**src/rtl/arith_req_scheduler_pkg.sv**
```systemverilog
// Shared definitions for the arithmetic request scheduler.
//   W        - operand/result width
//   op_e     - result-mux select codes of the four arithmetic units
//   state_e  - scheduler FSM states
package arith_pkg;

  localparam int W = 16;

  typedef enum logic [1:0] {
    OP_FL_ADD = 2'b00,
    OP_FL_MUL = 2'b01,
    OP_FI_ADD = 2'b10,
    OP_FI_MUL = 2'b11
  } op_e;

  typedef enum logic [1:0] {
    S_IDLE = 2'b00,
    S_HOLD = 2'b01,
    S_RESP = 2'b10
  } state_e;

endpackage

```
**src/rtl/arith_req_scheduler_if.sv**
```systemverilog
// Request/response handshake bundle between two requesters and the scheduler.
//   req_valid/req_ready  - per-requester request handshake (bit i = requester i)
//   req{0,1}_op/_a/_b    - per-requester op code and operands
//   rsp_*                - tagged response handshake back to the requesters
// master: requester side, slave: scheduler side.
interface arith_req_scheduler_if #(
  parameter int W = 16
);
  logic [1:0]   req_valid;
  logic [1:0]   req_ready;
  logic [1:0]   req0_op;
  logic [W-1:0] req0_a;
  logic [W-1:0] req0_b;
  logic [1:0]   req1_op;
  logic [W-1:0] req1_a;
  logic [W-1:0] req1_b;
  logic         rsp_valid;
  logic         rsp_ready;
  logic         rsp_id;
  logic [W-1:0] rsp_result;
  logic         rsp_overflow;

  modport master (
    output req_valid, req0_op, req0_a, req0_b, req1_op, req1_a, req1_b, rsp_ready,
    input  req_ready, rsp_valid, rsp_id, rsp_result, rsp_overflow
  );

  modport slave (
    input  req_valid, req0_op, req0_a, req0_b, req1_op, req1_a, req1_b, rsp_ready,
    output req_ready, rsp_valid, rsp_id, rsp_result, rsp_overflow
  );
endinterface

```
**src/rtl/arith_req_scheduler_rr_arbiter2.sv**
```systemverilog
// Two-input round-robin grant, purely combinational.
//   req      in  2  request valids
//   prio     in  1  requester that wins when both are valid
//   grant    out 2  one-hot grant, zero when nothing is requested
//   grant_id out 1  index of the granted requester
//   any      out 1  at least one request present
module rr_arbiter2 (
  input  logic [1:0] req,
  input  logic       prio,
  output logic [1:0] grant,
  output logic       grant_id,
  output logic       any
);
  always_comb begin
    any      = |req;
    // A single requester always wins; prio only breaks ties.
    grant_id = (req == 2'b11) ? prio : req[1];
    grant    = 2'b00;
    if (any) grant = grant_id ? 2'b10 : 2'b01;
  end
endmodule

```
**src/rtl/arith_req_scheduler.sv**
```systemverilog
// Shares one combinational arithmetic datapath between two requesters.
// Grants one request at a time (round-robin), holds operands and op select
// on the datapath for LATENCY cycles, then returns the captured result and
// overflow tagged with the requester id.
//   clk, rst                  - clock, synchronous active-high reset
//   bus                       - request/response handshake (slave side)
//   alu_num1/alu_num2/alu_op  - operands and result-mux select to the units
//   alu_result/alu_overflow   - muxed datapath result
//   busy                      - high whenever not idle
//
// state  | meaning
// S_IDLE | waiting for a request; req_ready offered to the granted requester
// S_HOLD | operands held on the datapath while count runs down to zero
// S_RESP | result captured; rsp_valid held until rsp_ready
module arith_req_scheduler
  import arith_pkg::*;
#(
  parameter int W       = arith_pkg::W,
  parameter int LATENCY = 1
) (
  input  logic                  clk,
  input  logic                  rst,
  arith_req_scheduler_if.slave  bus,
  output logic [W-1:0]          alu_num1,
  output logic [W-1:0]          alu_num2,
  output logic [1:0]            alu_op,
  input  logic [W-1:0]          alu_result,
  input  logic                  alu_overflow,
  output logic                  busy
);
  localparam logic [3:0] CNT_INIT = 4'(LATENCY - 1);

  state_e       state, state_nxt;
  logic         prio;
  logic [3:0]   count;
  logic [1:0]   gnt;
  logic         gnt_id;
  logic         gnt_any;
  logic         accept;
  logic [1:0]   req_ready;
  logic         rsp_valid;
  logic         rsp_id;
  logic [W-1:0] rsp_result;
  logic         rsp_overflow;

  rr_arbiter2 u_arb (
    .req      (bus.req_valid),
    .prio     (prio),
    .grant    (gnt),
    .grant_id (gnt_id),
    .any      (gnt_any)
  );

  // The grant only ever selects a valid requester, so any valid in IDLE
  // is an accept.
  assign accept = (state == S_IDLE) && gnt_any;

  always_comb begin
    state_nxt = state;
    req_ready = 2'b00;
    rsp_valid = 1'b0;
    busy      = (state != S_IDLE);
    case (state)
      S_IDLE: begin
        req_ready = gnt;
        if (accept) state_nxt = S_HOLD;
      end
      S_HOLD: begin
        if (count == 4'd0) state_nxt = S_RESP;
      end
      S_RESP: begin
        rsp_valid = 1'b1;
        if (bus.rsp_ready) state_nxt = S_IDLE;
      end
      default: state_nxt = S_IDLE;
    endcase
  end

  always_ff @(posedge clk) begin
    if (rst) begin
      state        <= S_IDLE;
      prio         <= 1'b0;
      count        <= 4'd0;
      alu_num1     <= '0;
      alu_num2     <= '0;
      alu_op       <= 2'b00;
      rsp_id       <= 1'b0;
      rsp_result   <= '0;
      rsp_overflow <= 1'b0;
    end else begin
      state <= state_nxt;
      case (state)
        S_IDLE: begin
          if (accept) begin
            alu_op   <= gnt_id ? bus.req1_op : bus.req0_op;
            alu_num1 <= gnt_id ? bus.req1_a  : bus.req0_a;
            alu_num2 <= gnt_id ? bus.req1_b  : bus.req0_b;
            rsp_id   <= gnt_id;
            count    <= CNT_INIT;
          end
        end
        S_HOLD: begin
          if (count == 4'd0) begin
            rsp_result   <= alu_result;
            rsp_overflow <= alu_overflow;
          end else begin
            count <= count - 4'd1;
          end
        end
        S_RESP: begin
          // Hand priority to the other requester once this response completes.
          if (bus.rsp_ready) prio <= ~rsp_id;
        end
        default: ;
      endcase
    end
  end

  assign bus.req_ready    = req_ready;
  assign bus.rsp_valid    = rsp_valid;
  assign bus.rsp_id       = rsp_id;
  assign bus.rsp_result   = rsp_result;
  assign bus.rsp_overflow = rsp_overflow;
endmodule
```
**src/flat_wrapper.sv**
```systemverilog
// flat-port wrapper written by rule: the top's interface ports become plain ports
module arith_req_scheduler_flat import arith_pkg::*;
#(
  parameter int W       = arith_pkg::W,
  parameter int LATENCY = 1
)
  (clk, rst, alu_num1, alu_num2, alu_op, alu_result, alu_overflow, busy, bus_req_valid, bus_req0_op, bus_req0_a, bus_req0_b, bus_req1_op, bus_req1_a, bus_req1_b, bus_rsp_ready, bus_req_ready, bus_rsp_valid, bus_rsp_id, bus_rsp_result, bus_rsp_overflow);
  arith_req_scheduler_if #(.W(W)) bus_i ();
  input  logic clk;
  input  logic rst;
  output logic [W-1:0] alu_num1;
  output logic [W-1:0] alu_num2;
  output logic [1:0] alu_op;
  input  logic [W-1:0] alu_result;
  input  logic alu_overflow;
  output logic busy;
  input wire logic [$bits(bus_i.req_valid)-1:0] bus_req_valid;
  input wire logic [$bits(bus_i.req0_op)-1:0] bus_req0_op;
  input wire logic [$bits(bus_i.req0_a)-1:0] bus_req0_a;
  input wire logic [$bits(bus_i.req0_b)-1:0] bus_req0_b;
  input wire logic [$bits(bus_i.req1_op)-1:0] bus_req1_op;
  input wire logic [$bits(bus_i.req1_a)-1:0] bus_req1_a;
  input wire logic [$bits(bus_i.req1_b)-1:0] bus_req1_b;
  input wire logic [$bits(bus_i.rsp_ready)-1:0] bus_rsp_ready;
  output wire logic [$bits(bus_i.req_ready)-1:0] bus_req_ready;
  output wire logic [$bits(bus_i.rsp_valid)-1:0] bus_rsp_valid;
  output wire logic [$bits(bus_i.rsp_id)-1:0] bus_rsp_id;
  output wire logic [$bits(bus_i.rsp_result)-1:0] bus_rsp_result;
  output wire logic [$bits(bus_i.rsp_overflow)-1:0] bus_rsp_overflow;
  assign bus_i.req_valid = bus_req_valid;
  assign bus_i.req0_op = bus_req0_op;
  assign bus_i.req0_a = bus_req0_a;
  assign bus_i.req0_b = bus_req0_b;
  assign bus_i.req1_op = bus_req1_op;
  assign bus_i.req1_a = bus_req1_a;
  assign bus_i.req1_b = bus_req1_b;
  assign bus_i.rsp_ready = bus_rsp_ready;
  assign bus_req_ready = bus_i.req_ready;
  assign bus_rsp_valid = bus_i.rsp_valid;
  assign bus_rsp_id = bus_i.rsp_id;
  assign bus_rsp_result = bus_i.rsp_result;
  assign bus_rsp_overflow = bus_i.rsp_overflow;
  arith_req_scheduler #(.W(W), .LATENCY(LATENCY)) u_core (.clk(clk), .rst(rst), .bus(bus_i), .alu_num1(alu_num1), .alu_num2(alu_num2), .alu_op(alu_op), .alu_result(alu_result), .alu_overflow(alu_overflow), .busy(busy));
endmodule
```
**config.mk**
```make
export PLATFORM = sky130hd
export DESIGN_NAME = arith_req_scheduler_flat
export DESIGN_NICKNAME = d
export VERILOG_FILES = /design/src/rtl/arith_req_scheduler_pkg.sv /design/src/rtl/arith_req_scheduler_if.sv /design/src/rtl/arith_req_scheduler_rr_arbiter2.sv /design/src/rtl/arith_req_scheduler.sv /design/src/flat_wrapper.sv
export SDC_FILE = /design/constraint.sdc
export NUM_CORES = 1
export LEC_CHECK = 0
export ABC_AREA = 1
export CAP_MARGIN = 10
export CORE_ASPECT_RATIO = 1.25
export CORE_MARGIN = 1.5
export CORE_UTILIZATION = 44
export CTS_BUF_LIST = sky130_fd_sc_hd__clkbuf_8
export DETAILED_ROUTE_END_ITERATION = 6
export GPL_ROUTABILITY_DRIVEN = 0
export GPL_TIMING_DRIVEN = 0
export PLACE_DENSITY = 0.95
export SLEW_MARGIN = 20
export SYNTH_ARGS = -nofsm -noshare
export SYNTH_HDL_FRONTEND = slang
export SYNTH_SLANG_ARGS = --single-unit
```
**constraint.sdc**
```tcl
create_clock -name clk -period 3.7 [get_ports clk]
set_input_delay 1.11 -clock clk [delete_from_list [all_inputs] [get_ports clk]]
set_output_delay 1.11 -clock clk [all_outputs]
set_load 0.01 [all_outputs]
```
* Word-level counts from Yosys, hierarchy flattened *
Cells that the tools add are included.

word-level totals
  output and inout bits = 56
  logic and storage cells = 44
  memories kept = 0
  bits in writable memories = 0
  ROM bits = 0
  flip-flop bits (word level) = 59
  bits in latches = 0

cells by class
  reductions and logical operators = 11
  muxes and demuxes = 15
  $add $sub $neg = 1
  multipliers = 0
  eq/ne operators = 7
  bitwise gates (word level) = 1
  divide/modulo/power cells = 0
  shift-type cells = 0
  order comparisons = 0

operators with widths
  cell                                                                    count
  16-bit two-way mux                                                      2
  2-bit two-way mux                                                       7
  4-bit two-way mux                                                       2
  4-bit one-hot mux with 2 select lines                                   1
  2-bit one-hot mux with 3 select lines                                   1
  2-bit AND reduction                                                     3
  3-bit AND reduction                                                     2
  2-bit equality test (second input constant)                             2
  4-bit logical NOT                                                       1
  2-bit by 1-bit != test with 1-bit output (second input constant)        2
  2-bit != test (second input constant)                                   2
  2-bit nonzero test                                                      2
  4-bit by 1-bit subtractor with 4-bit output (second input constant)     1
  2-bit by 1-bit equality test with 1-bit output (second input constant)  1
  2-bit logical NOT                                                       1
  1-bit two-way mux                                                       2
  2-bit OR reduction                                                      1
  1-bit logical AND                                                       1
  1-bit inverter                                                          1

* Longest topological paths before layout *
Gate-level depths: netlist (run 1).

  depth after elaboration = 5
  depth in mapped cells = 8
  mapped depth without buffers = 8

* Cells and area by module *
A second synthesis (run 1) with hierarchy kept.

second synthesis, totals
  cells, all modules = 392
  area total of the unflattened synthesis = 2661.3 um^2

modules (own cells, without submodules)
  module               cells each  area each (um^2)  seq. area each (um^2)  instances
  arith_req_scheduler  385         2630.0            1181.1                 1
  rr_arbiter2          7           31.3              0.0                    1

* Least setup slack after synthesis (run 1) *
No wires, ideal clock.

  path kind = input -> output
  start = in bus_req_valid[1]
  end = out bus_req_ready[0]
  path buffers = 1
  path slack = 908 ps
  data arrival time = 1682 ps
  cell stages on the path = 4
  data required time = 2590 ps
  cell sequence = buf_4 -> nand2_1 -> inv_1 -> nor2_1

on the way
  cells in the longest elaborated chain, start to end = 5

ends and longest elaborated chain
  element                line                                   text
  start, declared        flat_wrapper.sv:17                     input wire logic [$bits(bus_i.req_valid)-1:0] bus_req_valid;
  2-bit equality test    arith_req_scheduler_rr_arbiter2.sv:17  grant_id = (req == 2'b11) ? prio : req[1];
  1-bit two-way mux      arith_req_scheduler_rr_arbiter2.sv:17
  2-bit two-way mux      arith_req_scheduler_rr_arbiter2.sv:19  if (any) grant = grant_id ? 2'b10 : 2'b01;
  2-bit two-way mux (*)  arith_req_scheduler_rr_arbiter2.sv:19
  2-bit two-way mux (*)  arith_req_scheduler.sv:63              case (state)
  end, declared          flat_wrapper.sv:25                     output wire logic [$bits(bus_i.req_ready)-1:0] bus_req_ready;

Mark *: on every way between the ends. The rest lies on a longest branch, timed or not.

* Worst setup path after layout (run 1) *
  start = in bus_req_valid[1]
  end = out bus_req_ready[1]

Same word-level chain as after synthesis.

==> key figures, run 1 <==
Setup path
  – Critical path peak fanout: 10
  – Slowest Stage Delay on Critical Path: 0.51 ns
  – Class of the most critical setup path: in -> out
  – Type of destination of the critical path: output port
  – Critical path startpoint category: input port
  – Data required time of the critical path: 2.59 ns
  – Critical Path Slowest Stage Cell: sky130_fd_sc_hd__clkdlybuf4s50_1
  – Worst path cell trace: clkdlybuf4s50_1, buf_6, nand2_4, inv_1, nand2_1, inv_1, dlygate4sd2_1
  – Data arrival time of the critical path: 2.37 ns
  – Most used cell along the critical path: sky130_fd_sc_hd__inv_1

Timing
  – Count of final hold-check violations: 0
  – Worst slew margin relative to its limit: 68.5%
  – F_max: 287 MHz
  – Min Hold Slack: 0.470 ns
  – Final critical-path required period: around 3.5 ns
  – Setup repair after global routing missed its margin: false
  – Transition time at the pin with the least slew margin: around 0.47 ns
  – Post-Route Setup TNS: 0 ns
  – Setup violation total in the final timing report: 0
  – Portion of the clock cycle consumed by the worst path in the final layout: 94.1%
  – Final clock skew: 0.00562 ns
  – Max Slew Vio Count: 0

Layout
  – Number of fillers in the final layout: 500
  – Area Overhead vs Synth: 62.1%
  – Most frequent cells in the layout: sky130_fd_sc_hd__clkdlybuf4s50_1 (142), sky130_fd_sc_hd__nand2_1 (83), sky130_fd_sc_hd__nand3_1 (71), sky130_fd_sc_hd__dfxtp_1 (59), sky130_fd_sc_hd__inv_1 (55)
  – Antenna diode count: 0
  – Final-stage net count: 656
  – Final cell area excluding filler cells: 4550 um^2
  – Most common cell after layout, fill and taps aside: sky130_fd_sc_hd__clkdlybuf4s50_1
  – Register area: 1180 um^2
  – Fraction of final layout cells with drive strength greater than 1: about 7.7%
  – Multi-input gate area: 1280 um^2
  – Final Non-Filler Cells: around 660

Power
  – Switching power total: between 800 and 900 uW
  – Switching share of total power: 35.0%
  – PD cells: 505 nW/um^2
  – Power share of the combinational group: 41.5%
  – Design Power: 2.30 mW
  – P_leak: ~2.1 nW
  – Highest ir drop seen on vdd: around 0.35 mV
  – Sequential share of power: a little over a third
  – Internal power of the cells: 1.49 mW
  – Clock power frac: between 20% and 30%

Clock network
  – Register clock-pin slew on the reported worst setup and hold paths: around 0.060 ns
  – Clock insertion delay at the later pin of the skew report: approximately 0.33 ns
  – Clk root buf: sky130_fd_sc_hd__clkbuf_8
  – TritonCTS clock tree: built
  – CTS max path bufs: 2
  – Clock sinks: 59
  – H-tree depth: 3
  – Number of buffers created by CTS: 9

Global route
  – GR Util All Layers: 26.4%
  – First-pass GRT wire length: about 14 mm
  – Largest net degree at the start of global routing: 11
  – Antenna violations before repair: 0
  – Vias in the first global route: 3229
  – GR Overflow Total: 0

Yosys
  – Number of cells produced by synthesis: 409
  – Flops & latches, synth: a little under 60
  – Count of different cell masters after synthesis: 24
  – Avg Cell Area, Syn: 6.86 um^2
  – Sequential cell area fraction in the yosys report: between 40% and 50%
  – Cell area after technology mapping: 2810 um^2
  – Total number of yosys warnings: 0
  – Number of nets in the synthesized netlist: 500

Drt
  – Detailed-routing iteration count for the pre-antenna-repair pass: 4
  – Routed length per placed instance: about 13 um
  – Vias per Instance: between 5 and 6
  – Vias: roughly 3300
  – Residual DRC: 0
  – Post-DRT Antenna Nets: 0
  – Routed WL: 8.72 mm
  – Violation count after the first detailed-routing iteration: 120

Placed design
  – IO Port Bufs: 145
  – HPWL after detailed placement: 6.71 mm
  – Placed standard-cell area: 4370 um^2
  – Number of placed instances, taps included: 639

Floorplan
  – Overall die height: a little over 90 um
  – I/O pin cnt: 146
  – X dimension of the die: 74.5 um
  – Starting density of the core: between 40% and 50%
  – Core outline area: 6170 um^2
  – Full die area: a little under 7000 um^2
  – Standard-cell row count: 32

Worst hold path
  – Hold Path Class: reg -> reg

Run
  – # Max-Cap Violations: 0

Status
  – Status: complete, no violations
repair_timing:
action                                  4_1_cts  5_1_grt
endpoints found under the setup margin        2        0
hold buffers                                  0        0
gates resized for setup                       7        0
setup buffers                                 0        0
logic make-up (layout without fill, tap and decap cells):
logic type,after synthesis,in the layout,share of synthesized area [%]
buffers and inverters,83,244,12.7
adder cells (fa/ha/maj),1,1,0.446
AO/OA/AOI/OAI,35,35,6.77
flip-flops,59,59,42.1
AND/OR/NAND/NOR,230,230,37.7
XOR/XNOR,1,1,0.312
cells in the mapped netlist:
| master | count | area, um^2 |
|---|---|---|
| sky130_fd_sc_hd__nand2_1 | 84 | 315 |
| sky130_fd_sc_hd__nand3_1 | 71 | 355 |
| sky130_fd_sc_hd__dfxtp_1 | 59 | 1180 |
| sky130_fd_sc_hd__inv_1 | 52 | 195 |
| sky130_fd_sc_hd__nor2_1 | 42 | 158 |
| sky130_fd_sc_hd__nand4_1 | 27 | 169 |
| sky130_fd_sc_hd__o21ai_0 | 19 | 95.1 |
| sky130_fd_sc_hd__a21oi_1 | 14 | 70.1 |
| sky130_fd_sc_hd__buf_2 | 14 | 70.1 |
| sky130_fd_sc_hd__clkbuf_1 | 7 | 26.3 |
| sky130_fd_sc_hd__inv_2 | 4 | 15.0 |
| sky130_fd_sc_hd__buf_6 | 3 | 33.8 |
| sky130_fd_sc_hd__nor2_4 | 2 | 22.5 |
| sky130_fd_sc_hd__a21oi_4 | 1 | 16.3 |
| sky130_fd_sc_hd__buf_4 | 1 | 7.51 |
| sky130_fd_sc_hd__clkinv_1 | 1 | 3.75 |
| sky130_fd_sc_hd__ha_1 | 1 | 12.5 |
| sky130_fd_sc_hd__inv_4 | 1 | 6.26 |
| sky130_fd_sc_hd__nand2_2 | 1 | 6.26 |
| sky130_fd_sc_hd__nand3_4 | 1 | 17.5 |
| sky130_fd_sc_hd__nand3b_1 | 1 | 7.51 |
| sky130_fd_sc_hd__nor2_2 | 1 | 6.26 |
| sky130_fd_sc_hd__o21ai_2 | 1 | 8.76 |
| sky130_fd_sc_hd__xor2_1 | 1 | 8.76 |
area by class of cell:
type | count | share of cell area, %
repair buffers | 145 | 31.8
clock inverters | 5 | 0.467
well taps | 85 | 2.34
clock buffers | 11 | 3.33
inverters | 58 | 4.84
multi-input cells | 267 | 28.2
flip-flops and latches | 59 | 26.0
plain buffers | 25 | 3.11
path summary, 6_finish.rpt:
path / endpoint / startpoint / slack [ns] / cells after the start
setup / recovery: bus_req_ready[1] / bus_req_valid[1] / 0.22 / 7
hold / removal: u_core.alu_num2[6] / u_core.alu_num2[6] / 0.47 / 2
setup reg to reg: u_core.bus.rsp_result[2] / u_core.count[0] / 2.24 / 6
hold reg to reg: u_core.alu_num2[6] / u_core.alu_num2[6] / 0.47 / 2
per-layer routing:
layer  track usage [%]  up-vias  wire length (um)
met1              27.6     1487              3350
met5                 0        -                 0
met3              8.49       22               703
li1                  -     1632                 -
met2              46.9      138              4450
met4              11.4        0               218
worst max-delay path: cells and delay by family:
kind | cells | cell delay [ns]
buffers and inverters | 5 | 1.09
and+or+nand+nor | 2 | 0.16
state kept, by name, summed over array words and instances, names as in the netlist:
signal                   cells
u_core.bus.rsp_overflow      1
u_core.bus.rsp_id            1
u_core.count                 4
u_core.alu_op                2
u_core.state                 2
u_core.bus.rsp_result       16
u_core.alu_num2             16
u_core.prio                  1
u_core.alu_num1             16
power groups by stage:
stage	registers (mW)	clock network [mW]	logic, mW
floorplan	0.887	0	0.461
global placement	0.837	0	0.928
detailed placement	0.842	0	0.956
CTS	0.829	0.515	0.961
global route	0.842	0.553	1.06
finish	0.830	0.513	0.954
metrics by stage:
step                      utilization (%)  setup WS (ns)
after floorplan                         -          0.908
after global placement               70.8         -0.323
after detailed placement             70.8         -0.349
after CTS                            73.8          0.197
after global routing                 73.8          0.126
final                                73.8          0.219
(Power assumes the default switching activity.)
==> run 2, diff against run 1 <==
- SKIP_CTS_REPAIR_TIMING: not set -> 1
==> run 2 against run 1 <==
Against the previous run:
- maximum frequency is 3.1% higher
- combinational power increased by 0.6%
- die area unchanged
- sequential share of layout area down 0.078 points
- non-clock buffer count unchanged
- critical endpoint unchanged
- largest power group unchanged
- cell count unchanged
- hold slack is essentially flat
- wire length rose by 0.52%
==> key figures, run 2 (synthesis results as in run 1) <==
Setup path
  – FF-to-FF Start: u_core.count[0]
  – Launch point of the critical path: bus_req_valid[1]
  – Critical path peak fanout: 10
  – Slowest Stage Delay on Critical Path: around 0.5 ns
  – Class of the most critical setup path: in -> out
  – Critical Path Slowest Stage Cell: sky130_fd_sc_hd__clkdlybuf4s50_1
  – Data arrival time of the critical path: around 2.3 ns
  – Type of destination of the critical path: output port
  – Critical path startpoint category: input port
  – Most used cell along the critical path: sky130_fd_sc_hd__inv_1
  – Worst path cell trace: clkdlybuf4s50_1, buf_6, nand2_4, inv_1, nand2_1, inv_1, dlymetal6s2s_1
  – Data required time of the critical path: 2.59 ns

Floorplan
  – Starting density of the core: 45.5%
  – Overall die height: 92.3 um
  – X dimension of the die: 74.5 um
  – I/O pin cnt: 146
  – Standard-cell row count: 32
  – Full die area: 6870 um^2
  – Core outline area: 6170 um^2

Layout
  – Area Overhead vs Synth: 62.6%
  – Largest registers ranked by flip-flop count: u_core.alu_num1 x16, u_core.alu_num2 x16, u_core.bus.rsp_result x16
  – Final Non-Filler Cells: roughly 660
  – Final cell area excluding filler cells: ~4600 um^2
  – Final-stage net count: about 660
  – Number of fillers in the final layout: 498
  – Most common cell after layout, fill and taps aside: sky130_fd_sc_hd__clkdlybuf4s50_1
  – Antenna diode count: 0
  – Fraction of final layout cells with drive strength greater than 1: 7.72%
  – Most frequent cells in the layout: sky130_fd_sc_hd__clkdlybuf4s50_1 (142), sky130_fd_sc_hd__nand2_1 (83), sky130_fd_sc_hd__nand3_1 (71), sky130_fd_sc_hd__dfxtp_1 (59), sky130_fd_sc_hd__inv_1 (55)

Clock network
  – TritonCTS clock tree: built
  – Clk root buf: sky130_fd_sc_hd__clkbuf_8
  – Number of buffers created by CTS: 9
  – H-tree depth: 3
  – Register clock-pin slew on the reported worst setup and hold paths: 0.06 ns
  – Clock insertion delay at the later pin of the skew report: approximately 0.33 ns
  – CTS max path bufs: 2
  – Clock sinks: 59

Worst hold path
  – Worst Hold Launch: u_core.alu_num2[6]
  – Hold Path Class: reg -> reg

Drt
  – Routed length per placed instance: 13.4 um
  – Detailed-routing iteration count for the pre-antenna-repair pass: 5
  – Violation count after the first detailed-routing iteration: about 150
  – Routed WL: 8.77 mm
  – Vias per Instance: 5.00
  – Residual DRC: 0
  – Post-DRT Antenna Nets: 0
  – Vias: 3274

Power
  – PD cells: 504 nW/um^2
  – P_leak: 2.12 nW
  – Design Power: between 2 and 2.5 mW
  – Highest ir drop seen on vdd: 0.346 mV

Timing
  – Max Slew Vio Count: 0
  – Post-Route Setup TNS: 0 ns
  – Final clock skew: slightly above 0.005 ns
  – Setup violation total in the final timing report: 0
  – Worst slew margin relative to its limit: 67.8%
  – Portion of the clock cycle consumed by the worst path in the final layout: 91.3%
  – Count of final hold-check violations: 0
  – Setup repair after global routing missed its margin: false
  – F_max: slightly below 300 MHz
  – Final critical-path required period: 3.38 ns
  – Transition time at the pin with the least slew margin: roughly 0.48 ns

Global route
  – Vias in the first global route: 3234
  – GR Overflow Total: 0
  – First-pass GRT wire length: 14.1 mm
  – Antenna violations before repair: 0
  – Largest net degree at the start of global routing: 11
  – GR Util All Layers: 26.4%

Run
  – # Max-Cap Violations: 0

Placed design
  – Placed standard-cell area: 4370 um^2
  – IO Port Bufs: 145
  – HPWL after detailed placement: 6.71 mm
  – Number of placed instances, taps included: 639

Status
  – Status: complete, no violations
[run 2: power by group]
| part | total, mW | switching (mW) | internal, mW |
|---|---|---|---|
| clock network | 0.512 | 0.242 | 0.270 |
| logic | 0.960 | 0.493 | 0.467 |
| registers | 0.830 | 0.0710 | 0.759 |
| total | 2.30 | 0.806 | 1.50 |
[run 2: final timing paths]
check                              to  slack, ns  cells after the start
min                u_core.alu_num2[6]       0.47                      2
max                  bus_req_ready[1]       0.32                      7
min reg2reg        u_core.alu_num2[6]       0.47                      2
max reg2reg  u_core.bus.rsp_result[2]       2.24                      6
[run 2: metal layers]
layer | global-route usage (%) | wire length, um | share of wire (%)
met2 | 47.0 | 4470 | 51
met4 | 11.2 | 195 | 2.2
met5 | 0 | 0 | 0
met1 | 27.6 | 3400 | 39
met3 | 8.49 | 710 | 8.1
[run 2: layout make-up]
| type | instances | area (um^2) | area share [%] |
|---|---|---|---|
| Timing Repair Buffer | 145 | 1460 | 32.0 |
| Buffer | 25 | 144 | 3.15 |
| Tap cell | 85 | 106 | 2.33 |
| Sequential cell | 59 | 1180 | 25.9 |
| Inverter | 58 | 220 | 4.82 |
| Multi-Input combinational cell | 267 | 1280 | 28.1 |
| Clock buffer | 11 | 151 | 3.32 |
| Clock inverter | 5 | 21.3 | 0.466 |
[run 2: stage by stage]
step	hold WS [ns]	setup WS [ns]	utilization, %
4_1_cts	0.467	-0.358	73.6
3_3_place_gp	0.452	-0.323	70.8
5_1_grt	0.494	0.228	74.0
3_5_place_dp	0.457	-0.349	70.8
6_report	0.470	0.323	74.0
2_1_floorplan	0.471	0.908	-
[run 2: critical path: cells and delay by family]
kind / cells / cell delay (ns)
simple gates: 2 / 0.16
buf+inv: 5 / 0.99
